--- src/rtl/uart_tx_pkg.sv ---
// Shared UART types: FSM state encoding, parity-type constants and the parity helper.
// Latency: n/a (types and a pure combinational function).
// Backpressure: n/a.
package uart_tx_pkg;

  // One state encoding for both the TX and RX FSMs.
  typedef enum logic [2:0] {
    ST_IDLE   = 3'd0,
    ST_START  = 3'd1,
    ST_DATA   = 3'd2,
    ST_PARITY = 3'd3,
    ST_STOP   = 3'd4
  } uart_state_e;

  localparam logic PAR_EVEN = 1'b0;
  localparam logic PAR_ODD  = 1'b1;

  // data_xor is the XOR-reduction of the payload.
  // Even parity sends it unchanged; odd parity sends its inverse.
  function automatic logic parity_bit(input logic data_xor, input logic par_typ);
    logic r;
    case (par_typ)
      PAR_EVEN: r = data_xor;
      PAR_ODD:  r = ~data_xor;
      default:  r = data_xor;
    endcase
    return r;
  endfunction

endpackage

--- src/rtl/uart_tx_if.sv ---
// Parallel-side bus of the UART transmitter: request and frame settings in, line and busy out.
// Latency: n/a (signal bundle only).
// Backpressure: data_valid is only taken while busy is low; requests made while busy are dropped.
interface uart_tx_if #(
  parameter int DATA_WIDTH = 8,
  parameter int PRESC_W    = 5
);
  logic [DATA_WIDTH-1:0] P_DATA;
  logic                  data_valid;
  logic                  PAR_EN;
  logic                  PAR_TYP;
  logic [PRESC_W-1:0]    prescale;
  logic                  TX_OUT;
  logic                  busy;

  // master: whoever supplies bytes; slave: the transmitter.
  modport master (
    output P_DATA, data_valid, PAR_EN, PAR_TYP, prescale,
    input  TX_OUT, busy
  );

  modport slave (
    input  P_DATA, data_valid, PAR_EN, PAR_TYP, prescale,
    output TX_OUT, busy
  );
endinterface

--- src/rtl/uart_tx_bit_timer.sv ---
// Bit timer: edge counter inside a bit plus the data-bit index, prescale latched per frame.
// Latency: bit_done is combinational, high in the last clk cycle of each bit.
// Backpressure: none; it counts whenever en_i is high.
// Ports: clk/rst; load_i (frame accept: latch presc_i, clear counters); en_i (frame active);
//        data_phase_i (advance bit_cnt on bit_done); bit_done_o; bit_cnt_o.
module uart_tx_bit_timer #(
  parameter int PRESC_W = 5,
  parameter int BIT_W   = 3
) (
  input  logic               clk,
  input  logic               rst,
  input  logic               load_i,
  input  logic [PRESC_W-1:0] presc_i,
  input  logic               en_i,
  input  logic               data_phase_i,
  output logic               bit_done_o,
  output logic [BIT_W-1:0]   bit_cnt_o
);

  logic [PRESC_W-1:0] presc_q;
  logic [PRESC_W-1:0] edge_cnt_q;
  logic [BIT_W-1:0]   bit_cnt_q;
  logic [PRESC_W-1:0] last_edge;

  // Modular subtraction: prescale 0 gives an all-ones terminal count,
  // so a bit lasts 2**PRESC_W cycles with no special case.
  assign last_edge  = presc_q - PRESC_W'(1);
  assign bit_done_o = en_i && (edge_cnt_q == last_edge);
  assign bit_cnt_o  = bit_cnt_q;

  always_ff @(posedge clk or negedge rst) begin
    if (!rst) begin
      presc_q    <= '0;
      edge_cnt_q <= '0;
      bit_cnt_q  <= '0;
    end else if (load_i) begin
      presc_q    <= presc_i;
      edge_cnt_q <= '0;
      bit_cnt_q  <= '0;
    end else if (en_i) begin
      if (bit_done_o) begin
        edge_cnt_q <= '0;
        // bit_cnt only walks through the payload; any other bit leaves it at 0.
        bit_cnt_q  <= data_phase_i ? bit_cnt_q + BIT_W'(1) : '0;
      end else begin
        edge_cnt_q <= edge_cnt_q + PRESC_W'(1);
      end
    end else begin
      edge_cnt_q <= '0;
      bit_cnt_q  <= '0;
    end
  end

endmodule

--- src/rtl/uart_tx.sv ---
// UART transmitter: start, DATA_WIDTH bits LSB-first, optional parity, stop; each bit lasts prescale clk cycles.
// Latency: TX_OUT drops to the start bit on the accept edge; busy falls (DATA_WIDTH+2+PAR_EN)*P cycles later.
// Backpressure: data_valid is accepted only in IDLE (busy low); requests while busy are ignored, not queued.
// Ports: clk, rst (async active-low); bus (slave modport): P_DATA, data_valid, PAR_EN, PAR_TYP,
//        prescale in; TX_OUT (registered, idles high), busy (registered) out.
module uart_tx
  import uart_tx_pkg::*;
#(
  parameter int DATA_WIDTH = 8,
  parameter int PRESC_W    = 5
) (
  input logic       clk,
  input logic       rst,
  uart_tx_if.slave  bus
);

  localparam int BIT_W = (DATA_WIDTH > 1) ? $clog2(DATA_WIDTH) : 1;
  localparam logic [BIT_W-1:0] LAST_BIT = BIT_W'(DATA_WIDTH - 1);

  uart_state_e           state_q;
  logic [DATA_WIDTH-1:0] data_q;
  logic                  par_en_q;
  logic                  par_typ_q;
  logic                  tx_q;
  logic                  busy_q;

  logic                  accept;
  logic                  bit_done;
  logic [BIT_W-1:0]      bit_cnt;
  logic [BIT_W-1:0]      bit_nxt;
  logic                  par_bit;

  assign accept  = (state_q == ST_IDLE) && bus.data_valid;
  assign bit_nxt = bit_cnt + BIT_W'(1);
  assign par_bit = parity_bit(^data_q, par_typ_q);

  uart_tx_bit_timer #(
    .PRESC_W (PRESC_W),
    .BIT_W   (BIT_W)
  ) u_timer (
    .clk          (clk),
    .rst          (rst),
    .load_i       (accept),
    .presc_i      (bus.prescale),
    .en_i         (state_q != ST_IDLE),
    .data_phase_i (state_q == ST_DATA),
    .bit_done_o   (bit_done),
    .bit_cnt_o    (bit_cnt)
  );

  // TX_OUT is registered, so every transition loads the level of the bit
  // that starts on that same edge.
  always_ff @(posedge clk or negedge rst) begin
    if (!rst) begin
      state_q   <= ST_IDLE;
      data_q    <= '0;
      par_en_q  <= 1'b0;
      par_typ_q <= 1'b0;
      tx_q      <= 1'b1;
      busy_q    <= 1'b0;
    end else begin
      case (state_q)
        ST_IDLE: begin
          tx_q   <= 1'b1;
          busy_q <= 1'b0;
          if (bus.data_valid) begin
            data_q    <= bus.P_DATA;
            par_en_q  <= bus.PAR_EN;
            par_typ_q <= bus.PAR_TYP;
            tx_q      <= 1'b0;
            busy_q    <= 1'b1;
            state_q   <= ST_START;
          end
        end
        ST_START: begin
          if (bit_done) begin
            tx_q    <= data_q[0];
            state_q <= ST_DATA;
          end
        end
        ST_DATA: begin
          if (bit_done) begin
            if (bit_cnt == LAST_BIT) begin
              if (par_en_q) begin
                tx_q    <= par_bit;
                state_q <= ST_PARITY;
              end else begin
                tx_q    <= 1'b1;
                state_q <= ST_STOP;
              end
            end else begin
              tx_q <= data_q[bit_nxt];
            end
          end
        end
        ST_PARITY: begin
          if (bit_done) begin
            tx_q    <= 1'b1;
            state_q <= ST_STOP;
          end
        end
        ST_STOP: begin
          if (bit_done) begin
            busy_q  <= 1'b0;
            state_q <= ST_IDLE;
          end
        end
        default: begin
          tx_q    <= 1'b1;
          busy_q  <= 1'b0;
          state_q <= ST_IDLE;
        end
      endcase
    end
  end

  assign bus.TX_OUT = tx_q;
  assign bus.busy   = busy_q;

endmodule

--- src/flat_wrapper.sv ---
// flat-port wrapper written by rule: the top's interface ports become plain ports
module uart_tx_flat import uart_tx_pkg::*;
#(
  parameter int DATA_WIDTH = 8,
  parameter int PRESC_W    = 5
)
  (clk, rst, bus_P_DATA, bus_data_valid, bus_PAR_EN, bus_PAR_TYP, bus_prescale, bus_TX_OUT, bus_busy);
  uart_tx_if #(.DATA_WIDTH(DATA_WIDTH), .PRESC_W(PRESC_W)) bus_i ();
  input logic clk;
  input logic rst;
  input wire logic [$bits(bus_i.P_DATA)-1:0] bus_P_DATA;
  input wire logic [$bits(bus_i.data_valid)-1:0] bus_data_valid;
  input wire logic [$bits(bus_i.PAR_EN)-1:0] bus_PAR_EN;
  input wire logic [$bits(bus_i.PAR_TYP)-1:0] bus_PAR_TYP;
  input wire logic [$bits(bus_i.prescale)-1:0] bus_prescale;
  output wire logic [$bits(bus_i.TX_OUT)-1:0] bus_TX_OUT;
  output wire logic [$bits(bus_i.busy)-1:0] bus_busy;
  assign bus_i.P_DATA = bus_P_DATA;
  assign bus_i.data_valid = bus_data_valid;
  assign bus_i.PAR_EN = bus_PAR_EN;
  assign bus_i.PAR_TYP = bus_PAR_TYP;
  assign bus_i.prescale = bus_prescale;
  assign bus_TX_OUT = bus_i.TX_OUT;
  assign bus_busy = bus_i.busy;
  uart_tx #(.DATA_WIDTH(DATA_WIDTH), .PRESC_W(PRESC_W)) u_core (.clk(clk), .rst(rst), .bus(bus_i));
endmodule
--- config.mk ---
export PLATFORM = sky130hd
export DESIGN_NAME = uart_tx_flat
export DESIGN_NICKNAME = d
export VERILOG_FILES = /design/src/rtl/uart_tx_pkg.sv /design/src/rtl/uart_tx_if.sv /design/src/rtl/uart_tx_bit_timer.sv /design/src/rtl/uart_tx.sv /design/src/flat_wrapper.sv
export SDC_FILE = /design/constraint.sdc
export NUM_CORES = 1
export LEC_CHECK = 0
export CORE_ASPECT_RATIO = 1.5
export CORE_MARGIN = 8
export CORE_UTILIZATION = 45
export DETAILED_ROUTE_END_ITERATION = 7
export GPL_ROUTABILITY_DRIVEN = 1
export GPL_TIMING_DRIVEN = 0
export HOLD_SLACK_MARGIN = 0.1
export PLACE_DENSITY = 0.67
export SYNTH_ARGS = -nofsm -noshare
export SYNTH_HDL_FRONTEND = slang
export SYNTH_SLANG_ARGS = --single-unit
--- constraint.sdc ---
create_clock -name clk -period 4.6 [get_ports clk]
set_clock_uncertainty 0.2 [all_clocks]
set_input_delay 0.46 -clock clk [delete_from_list [all_inputs] [get_ports clk]]
set_output_delay 0.46 -clock clk [all_outputs]
set_load 0.02 [all_outputs]
==> impl_metrics.tcl <==
set metrics [dict create \
    r2r_setup_slk_ps 2080 \
    timing.final.setup_violations 0 \
    aggregate_global_route_resource_usage_pct 11.5 \
    antenna_violating_nets_post_route 0 \
    die-area_um2 5440 \
    cts.repair_timing.setup_buffer_count 0 \
    clk-insertion-delay-late_ps 270 \
    number_of_antenna_diodes 0 \
    dp.cells 190 \
    htreeDepth 1 \
    hold_slack_ps 288 \
    worst_slew_pin_slew_ps 616 \
    drv_cap 0 \
    max_stage_delay_ps 510 \
    finalWeightedCongestion 0.867 \
    critPathCaptureType "flip-flop" \
    synth.ff_latch_count 28 \
    yosysWarningCount 0 \
    post_route_cells_drive_above_1_share_pct 18.1 \
    detail_route.first_pass.iterations 4 \
    slowest_cell_on_the_critical_path "sky130_fd_sc_hd__mux4_2" \
    ys.flop_type "sky130_fd_sc_hd__dfrtp_1" \
    worst_setup_path_start_kind "flip-flop" \
    path_common_cell "sky130_fd_sc_hd__ha_1" \
    criticalPathCategory "flip-flop to flip-flop" \
    clock_tree_from_tritoncts "yes" \
    area_growth_pct 20.2 \
    power.static_leakage_nw 0.753 \
    finalHoldViolations 0 \
    standard_cell_row_count 25 \
    worstPathCellList "ha_1, ha_1, mux4_2, mux2_2, o21ai_0, a31oi_1, o22a_1" \
    grt_setup_unrepaired "no" \
    cts_inserted_buffers 3 \
    layoutNonFillerInstCount 195 \
    floorplan.initialDensity_pct 47.0 \
    drc 0 \
    postSynthAreaPerCell_um2 11.3 \
    run_status "finished clean" \
    class_of_the_most_critical_hold_timing_path "flip-flop to flip-flop" \
    p_per_area_nw_per_um2 681 \
    synthDistinctLibCells 35 \
    buffer_ports.inserted 19 \
    finalWirelength_um 2880 \
    synth_edf_count 0 \
    detail_route.iter0.violations 24 \
    die_h_um 86.4 \
    rr_worst_depth 7 \
    final_period_util_pct 54.8 \
    period_needed_ps 2520 \
    clock_tree.buffer_depth 2 \
    horizontal_die_dimension_um 62.9 \
    grt_start_max_net_pins 29 \
    data_required_critical_path_ps 4610 \
    clk_transition_reported_paths_ps 90 \
    cts.sink_count 28 \
    timing_max_transition_violations_final 0 \
    nets 178 \
    clk_root_buffer_cell "sky130_fd_sc_hd__clkbuf_8" \
    timing.hold.worst.start "u_core.bus.busy" \
    syn_inst 131 \
    crit_path_max_fanout 5 \
    hold_path_depth 1 \
    post_drt_wl_per_cell_um 14.8 \
    boundaryPins 20 \
    route.vias.total 1018 \
    worst_ir_drop_vdd_v 0.000370 \
    gr-total-overflow 0 \
    grt_pass1_wl_um 5040 \
    timing.rr.start "u_core.u_timer.bit_cnt_o[0]" \
    layout.cells.most_common_list "sky130_fd_sc_hd__dfrtp_1 (27), sky130_fd_sc_hd__clkdlybuf4s50_1 (18), sky130_fd_sc_hd__mux2_2 (13)" \
    share_of_the_yosys_chip_area_belonging_to_registers_pct 47.2 \
    syn-cell-area_um2 1490 \
    hold_end "u_core.bus.busy" \
    setup_tns_ps 0 \
    synth.net_count 153 \
    antenna_found_initial 0 \
    first_global_vias 1094 \
    drt-vias-per-instance 5.22 \
    ys_async_sr_fraction_pct 100 \
    hpwlAfterDp_um 2180 \
    finalPower_mw 1.22 \
    layout_commonest_cell "sky130_fd_sc_hd__dfrtp_1" \
    rr_endpoint "u_core.bus.TX_OUT" \
    timing.slew.headroom_pct 58.9 \
    core_area_um2 3160 \
    worstPathArrival_ps 2530 \
    max_freq_mhz 397 \
]
## worst max-delay path, delay by kind of cell (launching register included)
kind | cells | cell delay [ps]
AO/OA/AOI/OAI | 3 | 430
adder cells (fa/ha/maj) | 2 | 590
multiplexers | 2 | 780
flip-flops | 1 | 450
## worst max path at each step
stage / from / slack [ps] / cells past startpoint / endpoint
after floorplan: u_core.u_timer.bit_cnt_o[0] / 2260 / 7 / u_core.bus.TX_OUT
after global placement: u_core.u_timer.bit_cnt_o[0] / 2110 / 7 / u_core.bus.TX_OUT
after detailed placement: u_core.u_timer.bit_cnt_o[0] / 2100 / 7 / u_core.bus.TX_OUT
after CTS: u_core.u_timer.bit_cnt_o[0] / 2050 / 7 / u_core.bus.TX_OUT
after global routing: u_core.u_timer.bit_cnt_o[0] / 1970 / 7 / u_core.bus.TX_OUT
final: u_core.u_timer.bit_cnt_o[0] / 2080 / 7 / u_core.bus.TX_OUT
## flip-flops by register name, summed over array words and instances, names as in the netlist
signal,count
u_core.u_timer.presc_q,5
u_core.u_timer.bit_cnt_o,3
u_core.par_typ_q,1
u_core.par_en_q,1
u_core.state_q,3
u_core.u_timer.edge_cnt_q,5
u_core.bus.TX_OUT,1
u_core.bus.busy,1
u_core.data_q,8
## cell families after synthesis
kind of cell | synth area share [%]
xor+xnor | 9.43
buf+inv | 3.62
flops | 47.2
simple gates | 10.4
compound gates | 10.8
mux | 15.2
fa+ha+maj | 3.37
## what timing repair did
action	CTS	global route
resized for setup	0	0
hold endpoints to repair	0	27
hold buffers	0	1
## routing by layer
layer  part of all wire [%]  wire (um)  GRT usage (%)  vias up
li1                       -          -              -      506
met2                     54       1540           20.4       19
met4                    1.8         53           5.42        0
met1                     41       1190           12.7      488
met3                    3.3         94           2.19        5
met5                      0          0              0        -
## per-stage QoR
step | cell area [um2] | setup slack [ps] | utilization [%]
4_1_cts | 1780 | 2050 | 56.4
3_5_place_dp | 1730 | 2100 | 54.7
5_1_grt | 1790 | 1970 | 56.6
2_1_floorplan | 1490 | 2260 | -
3_3_place_gp | 1730 | 2110 | 54.7
6_report | 1790 | 2080 | 56.6
## synth_stat cells (all sizes together), types with 3 or more instances
| library cell | instances | share of area [%] |
|---|---|---|
| nor3 | 4 | 1.7 |
| dfrtp | 27 | 45 |
| nand3 | 3 | 1.0 |
| xnor2 | 12 | 7.1 |
| nor2 | 9 | 2.3 |
| nand2 | 7 | 1.9 |
| xor2 | 4 | 2.4 |
| o21ai | 5 | 1.7 |
| ha | 4 | 3.4 |
| mux2 | 14 | 11 |
| clkbuf | 4 | 1.0 |
| a21oi | 5 | 1.7 |
| inv | 9 | 2.3 |
## power by group
part           internal (mW)  switching [mW]
Clock                 0.0767          0.0741
Sequential             0.359          0.0963
Combinational          0.324           0.288
## final cells by class
class	count	area, um2
buffer	5	20.0
clock buffer	4	55.1
fill	279	1370
inverter	9	33.8
multi-input combinational	89	731
sequential	28	702
tap	40	50.0
timing repair buffer	20	195
No activity file was read; power rests on OpenSTA's default activity.
